==> src/rtl/tlc_pkg.sv <==
// rtl/tlc_pkg.sv - shared types and timing defaults for the traffic light controller (TLC_ALL_RED_EN)
package tlc_pkg;

    localparam int DEF_MAIN_GREEN_MIN  = 10;
    localparam int DEF_YELLOW_TIME     = 3;
    localparam int DEF_SIDE_GREEN_TIME = 8;
    localparam int DEF_ALL_RED_TIME    = 2;

    // Lamp vector ordering is {red, yellow, green}.
    typedef logic [2:0] lamp_t;
    localparam lamp_t LAMP_RED    = 3'b100;
    localparam lamp_t LAMP_YELLOW = 3'b010;
    localparam lamp_t LAMP_GREEN  = 3'b001;

    typedef enum logic [2:0] {
        ST_MAIN_GREEN  = 3'd0,
        ST_MAIN_YELLOW = 3'd1,
        ST_SIDE_GREEN  = 3'd2,
`ifdef TLC_ALL_RED_EN
        ST_SIDE_YELLOW = 3'd3,
        ST_ALL_RED_1   = 3'd4,
        ST_ALL_RED_2   = 3'd5
`else
        ST_SIDE_YELLOW = 3'd3
`endif
    } tlc_state_t;

    function automatic int max4(input int a, input int b, input int c, input int d);
        int m;
        m = a;
        if (b > m) m = b;
        if (c > m) m = c;
        if (d > m) m = d;
        return m;
    endfunction

endpackage

==> src/rtl/tlc_dwell_timer.sv <==
// rtl/tlc_dwell_timer.sv - saturating dwell counter, cleared on state entry
module tlc_dwell_timer #(
    parameter int W = 4
) (
    input  logic         clk,
    input  logic         rst,
    input  logic         clear,
    input  logic [W-1:0] limit,
    output logic [W-1:0] count,
    output logic         done
);

    // limit is the terminal count (dwell - 1); the counter holds there.
    assign done = (count >= limit);

    always_ff @(posedge clk or posedge rst) begin
        if (rst) begin
            count <= '0;
        end else if (clear) begin
            count <= '0;
        end else if (!done) begin
            count <= count + W'(1);
        end
    end

endmodule

==> src/rtl/traffic_light_ctrl.sv <==
// rtl/traffic_light_ctrl.sv - two-road Moore traffic light controller (TLC_ALL_RED_EN adds all-red clearance)
module traffic_light_ctrl
    import tlc_pkg::*;
#(
    parameter int MAIN_GREEN_MIN  = DEF_MAIN_GREEN_MIN,
    parameter int YELLOW_TIME     = DEF_YELLOW_TIME,
    parameter int SIDE_GREEN_TIME = DEF_SIDE_GREEN_TIME,
    parameter int ALL_RED_TIME    = DEF_ALL_RED_TIME
) (
    input  logic i_clk,
    input  logic i_reset,
    input  logic i_Vs,
    output logic o_Main_red,
    output logic o_Main_yellow,
    output logic o_Main_green,
    output logic o_Side_red,
    output logic o_Side_yellow,
    output logic o_Side_green
);

    localparam int CNT_W = $clog2(max4(MAIN_GREEN_MIN, YELLOW_TIME,
                                       SIDE_GREEN_TIME, ALL_RED_TIME)) + 1;

    localparam logic [CNT_W-1:0] MG_LAST  = CNT_W'(MAIN_GREEN_MIN - 1);
    localparam logic [CNT_W-1:0] YEL_LAST = CNT_W'(YELLOW_TIME - 1);
    localparam logic [CNT_W-1:0] SG_LAST  = CNT_W'(SIDE_GREEN_TIME - 1);
`ifdef TLC_ALL_RED_EN
    localparam logic [CNT_W-1:0] AR_LAST  = CNT_W'(ALL_RED_TIME - 1);
`endif

    tlc_state_t       state;
    tlc_state_t       state_next;
    logic [CNT_W-1:0] dwell_count;
    logic [CNT_W-1:0] dwell_limit;
    logic             dwell_clear;
    logic             dwell_done;
    lamp_t            main_lamp;
    lamp_t            side_lamp;

    tlc_dwell_timer #(.W(CNT_W)) u_dwell_timer (
        .clk   (i_clk),
        .rst   (i_reset),
        .clear (dwell_clear),
        .limit (dwell_limit),
        .count (dwell_count),
        .done  (dwell_done)
    );

    always_ff @(posedge i_clk or posedge i_reset) begin
        if (i_reset) begin
            state <= ST_MAIN_GREEN;
        end else begin
            state <= state_next;
        end
    end

    always_comb begin
        state_next  = state;
        dwell_limit = MG_LAST;
        main_lamp   = LAMP_RED;
        side_lamp   = LAMP_RED;
        case (state)
            ST_MAIN_GREEN: begin
                main_lamp = LAMP_GREEN;
                // The request is sampled live; nothing is remembered from earlier cycles.
                if (i_Vs && (dwell_count >= MG_LAST)) begin
                    state_next = ST_MAIN_YELLOW;
                end
            end
            ST_MAIN_YELLOW: begin
                main_lamp   = LAMP_YELLOW;
                dwell_limit = YEL_LAST;
                if (dwell_done) begin
`ifdef TLC_ALL_RED_EN
                    state_next = ST_ALL_RED_1;
`else
                    state_next = ST_SIDE_GREEN;
`endif
                end
            end
            ST_SIDE_GREEN: begin
                side_lamp   = LAMP_GREEN;
                dwell_limit = SG_LAST;
                if (dwell_done) begin
                    state_next = ST_SIDE_YELLOW;
                end
            end
            ST_SIDE_YELLOW: begin
                side_lamp   = LAMP_YELLOW;
                dwell_limit = YEL_LAST;
                if (dwell_done) begin
`ifdef TLC_ALL_RED_EN
                    state_next = ST_ALL_RED_2;
`else
                    state_next = ST_MAIN_GREEN;
`endif
                end
            end
`ifdef TLC_ALL_RED_EN
            ST_ALL_RED_1: begin
                dwell_limit = AR_LAST;
                if (dwell_done) begin
                    state_next = ST_SIDE_GREEN;
                end
            end
            ST_ALL_RED_2: begin
                dwell_limit = AR_LAST;
                if (dwell_done) begin
                    state_next = ST_MAIN_GREEN;
                end
            end
`endif
            default: begin
                state_next = ST_MAIN_GREEN;
            end
        endcase
        dwell_clear = (state_next != state);
    end

    assign {o_Main_red, o_Main_yellow, o_Main_green} = main_lamp;
    assign {o_Side_red, o_Side_yellow, o_Side_green} = side_lamp;

endmodule

==> config.mk <==
export PLATFORM = sky130hd
export DESIGN_NAME = traffic_light_ctrl
export DESIGN_NICKNAME = d
export VERILOG_FILES = /design/src/rtl/tlc_pkg.sv /design/src/rtl/tlc_dwell_timer.sv /design/src/rtl/traffic_light_ctrl.sv
export SDC_FILE = /design/constraint.sdc
export NUM_CORES = 1
export LEC_CHECK = 0
export CORE_MARGIN = 2
export CORE_UTILIZATION = 40
export CTS_CLUSTER_SIZE = 25
export DETAILED_ROUTE_END_ITERATION = 10
export RECOVER_POWER = 100
export SLEW_MARGIN = 20
export SYNTH_ARGS = -nofsm -noshare
export SYNTH_HDL_FRONTEND = slang
export SYNTH_SLANG_ARGS = --single-unit
==> constraint.sdc <==
create_clock -name i_clk -period 3.1 [get_ports i_clk]
set_input_delay 0.465 -clock i_clk [delete_from_list [all_inputs] [get_ports i_clk]]
set_output_delay 0.465 -clock i_clk [all_outputs]
set_load 0.02 [all_outputs]
== Word level (Yosys, flattened, before mapping) ==
Index checks and enable logic that the tools add are counted.
Word-level totals
  flip-flop bits (word level): 8
  latch bits: 0
  bits in writable memories: 0
  ROM bits: 0
  input port bits: 3
  output and inout bits: 6
  memories: 0
Operators by class
  add/sub/neg operators: 1
  multiply operators: 0
  divide/modulo/power cells: 0
  order comparisons: 2
  eq/ne operators: 5
  shift operators: 0
  mux-type cells: 10
  bitwise logic cells: 0
  reductions and logical operators: 3
Operators with widths (number)
  two-way mux 3 bit: 4
  one-hot mux 3 bit (2 select lines): 2
  one-hot mux 3 bit (4 select lines): 1
  two-way mux 5 bit: 2
  one-hot mux 4 bit (2 select lines): 1
  equality test 3 x 2 -> 1 bit (second input constant): 2
  adder 5 x 1 -> 5 bit (second input constant): 1
  greater-or-equal comparator 5 x 4 -> 1 bit: 1
  greater-or-equal comparator 5 x 4 -> 1 bit (second input constant): 1
  equality test 3 x 1 -> 1 bit (second input constant): 1
  logical NOT 3 bit: 1
  != test 3 bit: 1
  != test 2 bit (second input constant): 1
  OR reduction 2 bit: 1
  logical AND 1 bit: 1

== Logic depth before layout (Yosys ltp) ==
  word-level depth: 8
  mapped depth: 10

== By module ==
A second synthesis with hierarchy kept.
Unflattened totals
  cells, all modules: 76
  area total of the unflattened synthesis: 660.6 sq um
By module, submodules not included
  tlc_dwell_timer: instances 1, cells each 48, area each 449.2 sq um
  traffic_light_ctrl: instances 1, cells each 28, area each 211.5 sq um

== Least setup slack after synthesis ==
Ideal clock, no wire load.
  path type: reg-to-reg
  start point: register state[2]
  end point: register u_dwell_timer.count[2]
  library setup time: 0.080 ns
  arrival: 2.417 ns
  path slack: 0.602 ns
  cell stages (with the launch flop): 11
  buffers on the path: 0
  period minus slack after synthesis: 2.498 ns
  cells stage by stage: dfrtp_1 > inv_2 > nand2_1 > nor2_1 > inv_1 > ha_1 > a211oi_2 > nand2_2 > or2_2 > a211o_1 > nor3_2
On the way
  word-level cells in the longest chain between the ends: 8
  elaborated cells on any way between the ends: 15
  classes of those cells: order compare (1); eq/ne (5); mux (7); reduce/logical (2)
RTL lines
  from (decl): line traffic_light_ctrl.sv:31  | tlc_state_t state;
  from (signal assigned): line traffic_light_ctrl.sv:53  | state <= state_next;
  equality test 3 x 2 -> 1 bit or equality test 3 x 1 -> 1 bit (tied branches): line traffic_light_ctrl.sv:62  | case (state)
  OR reduction 2 bit (no line)
  one-hot mux 4 bit (2 select lines): line traffic_light_ctrl.sv:62
  greater-or-equal comparator 5 x 4 -> 1 bit: line tlc_dwell_timer.sv:14  | assign done = (count >= limit);
  two-way mux 3 bit (on tied branches): line traffic_light_ctrl.sv:91, traffic_light_ctrl.sv:73, traffic_light_ctrl.sv:84
  one-hot mux 3 bit (4 select lines): line traffic_light_ctrl.sv:62
  != test 3 bit: line traffic_light_ctrl.sv:117  | dwell_clear = (state_next != state);
  != test 2 bit (no line) or two-way mux 5 bit (tied branches)
  to (signal assigned): line tlc_dwell_timer.sv:22  | count <= count + W'(1);
  to (decl): line tlc_dwell_timer.sv:9  | output logic [W-1:0] count,
Several ways; a longest one is shown, not always the timed one.
A chain may end at the register's enable or synchronous reset.

== Worst setup path in the final report ==
Ends and elaborated chain as after synthesis.

==> metrics.txt <==
setup TNS=0 ns; worst-case reg-to-reg path depth=9; post-synth cell types=31; pin count of the biggest net entering global routing=9; Tot Pwr=0.000222 W; CP Data Required Time=3.27 ns; Fmax achieved=0.424 GHz; peak supply drop=0.239 mV; Top FF cell, synth=dfrtp_1; total die area=0.00176 mm^2; cts repair resizes=0; max-slew violations=0; Reg clk slew, reported paths=0.05 ns; r2r setup slk=0.74 ns; vias in the first global route=422; Worst R2R Start=state[2]$_DFF_PP0_; width of the die=41.9 um; drt total wl=1040 um; Ports=9; FP Rows=13; Max Root-Sink Buffers=2; first-pass iteration count of the detailed router=4; Syn Area/Cell=9.14 um^2; wire per inst=11.8 um; async set or reset register ratio after synthesis=1.00; register area share after synthesis=0.348; Tot GR Track Use=0.140; hold depth=1; Vias=478; ant diodes=0; Max Cap Viol=0; residual DRC count=0; skew final=0.00356 ns; clock sinks=8; status=finished, final reports clean; global route overflow=0; Post-DP HPWL=822 um; fraction of layout cells with a size suffix above 1=0.151; top cells by area, synth=dfrtp_1, ha_1, nor2_1, inv_1, a211o_1; CTS Hold Bufs=0; Routed Antenna Nets=0; Post-synth EDFFs=0; cell taking the most area after synthesis=dfrtp_1; CTS HTree Levels=1; area grow syn2layout=18.0%; post-synthesis net count=72; Setup crit start kind=flip-flop; number of synthesized register bits=8; Synth Instances=63; first-pass GRT wire length=1860 um; Num CTS Buffers=3; worst skew pair latency=0.25 ns; clock root cell=clkbuf_4; CTS tree=yes; Initial Util=0.437; I/O Buffers=8; Finished Core Util=0.516; post-CTS setup buffer count=0; Die Y=41.9 um; Iter 0 DRT Violations=6; Placer Congestion=0.817; Synth top area share=0.348; routed vias/inst=5.43; Leak=0.347 nW; initial antenna violation count=0; fin area=679 um^2; Final setup viols=0; Hold Worst Slack=0.548 ns; RSZ-0062 raised after global routing=no; crit path DAT=2.53 ns; period utilization=0.760; min-delay src=state[2]$_DFF_PP0_; crit-path max FO=7; final net count=84; Critical Path Sink Type=flip-flop; Worst Hold End=state[1]$_DFF_PP0_; final hold violation count=0; Hold Path Class=flip-flop to flip-flop; Crit Path Class=flip-flop to flip-flop; dpl cell area=667 um^2; yosys warns=0; core area=0.00132 mm^2; Crit Reg-Reg Endpoint=u_dwell_timer.count[2]$_DFFE_PP0P_; pwr/cell area=327 mW/mm^2; mapped cell area=576 um^2; Tmin final=2.36 ns
[metal layers]
layer / vias to the layer above / part of all wire / global-route usage
met2: 11 / 0.41 / 0.188
met3: 4 / 0.041 / 0.0304
met4: 0 / 0.029 / 0.116
met1: 223 / 0.52 / 0.188
met5: - / 0 / 0
li1: 240 / - / -
[cell usage in the layout, fill, tap and decap left out]
cell	synthesis	final
nor2_1	8	8
dfrtp_1	8	8
dlygate4sd3_1	0	7
inv_1	5	6
ha_1	6	6
nand2_1	3	3
clkbuf_4	0	3
a21oi_1	2	2
nand3_1	2	2
a211o_1	2	2
nor3_1	1	2
and3_1	2	2
nor4_1	2	2
a31o_1	2	2
or2_4	1	1
inv_2	2	1
nand4b_1	1	1
a211oi_2	1	1
nand2_2	1	1
or2_2	1	1
o41a_1	1	1
o21ai_2	1	1
nor2_2	1	1
and3_2	1	1
xnor2_1	1	1
or2_1	1	1
o21ai_1	1	1
xor2_1	1	1
nor3b_1	0	1
a41oi_1	1	1
clkdlybuf4s50_1	0	1
conb_1	1	1
[cells by family after synthesis]
logic type | Yosys count | share of synthesized area
and+or+nand+nor | 27 | 0.267
AOI/OAI and AO/OA | 11 | 0.159
buffers and inverters | 8 | 0.0587
DFF | 8 | 0.348
adders and majority gates | 6 | 0.130
xor gates and xnor gates | 2 | 0.0304
other | 1 | 0.00652
[area by class of cell]
type	instances	area [um^2]
clock buffers	3	22.5
fillers	131	638
multi-input cells	47	332
well taps	15	18.8
inverters	7	26.3
repair buffers	8	80.1
flip-flops and latches	8	200
[synthesized netlist by cell type (2+ instances only)]
cell and count:
inv_2 2, dfrtp_1 8, nand2_1 3, nand3_1 2, inv_1 5, and3_1 2
nor4_1 2, a31o_1 2, ha_1 6, nor2_1 8, a21oi_1 2, a211o_1 2
[worst max-delay path by stage]
stage | depth (start not counted) | startpoint | slack, ns | to
after floorplan | 10 | state[2]$_DFF_PP0_ | 0.60 | u_dwell_timer.count[2]$_DFFE_PP0P_
after detailed placement | 9 | state[2]$_DFF_PP0_ | 0.81 | u_dwell_timer.count[2]$_DFFE_PP0P_
after CTS | 9 | state[2]$_DFF_PP0_ | 0.80 | u_dwell_timer.count[2]$_DFFE_PP0P_
final | 9 | state[2]$_DFF_PP0_ | 0.74 | u_dwell_timer.count[2]$_DFFE_PP0P_
after global routing | 10 | state[2]$_DFF_PP0_ | 0.51 | u_dwell_timer.count[2]$_DFFE_PP0P_
after global placement | 9 | state[2]$_DFF_PP0_ | 0.80 | u_dwell_timer.count[2]$_DFFE_PP0P_
[state kept, by name (all words and copies together) (netlist names)]
name	count
state	3
u_dwell_timer.count	5
[critical path, cell delays in order (launching register included)]
cell      delay (ns)
dfrtp_1         0.43
inv_1           0.14
nand2_1         0.13
nand2_1         0.08
ha_1            0.32
a211oi_2        0.21
nand2_2         0.11
or2_2           0.32
a211o_1         0.34
nor3_1          0.18
[where the power goes]
group	internal [W]	switching (W)
clock	0.0000441	0.0000332
sequential	0.000109	0.00000793
combinational	0.0000136	0.0000145
total	0.000167	0.0000557
[metrics by stage]
| step | setup WS, ns | std cells |
|---|---|---|
| 2_1_floorplan | 0.602 | 63 |
| 3_3_place_gp | 0.795 | 85 |
| 3_5_place_dp | 0.813 | 85 |
| 4_1_cts | 0.799 | 88 |
| 5_1_grt | 0.515 | 88 |
| 6_report | 0.744 | 88 |
Power figures use the tool's default switching activity.
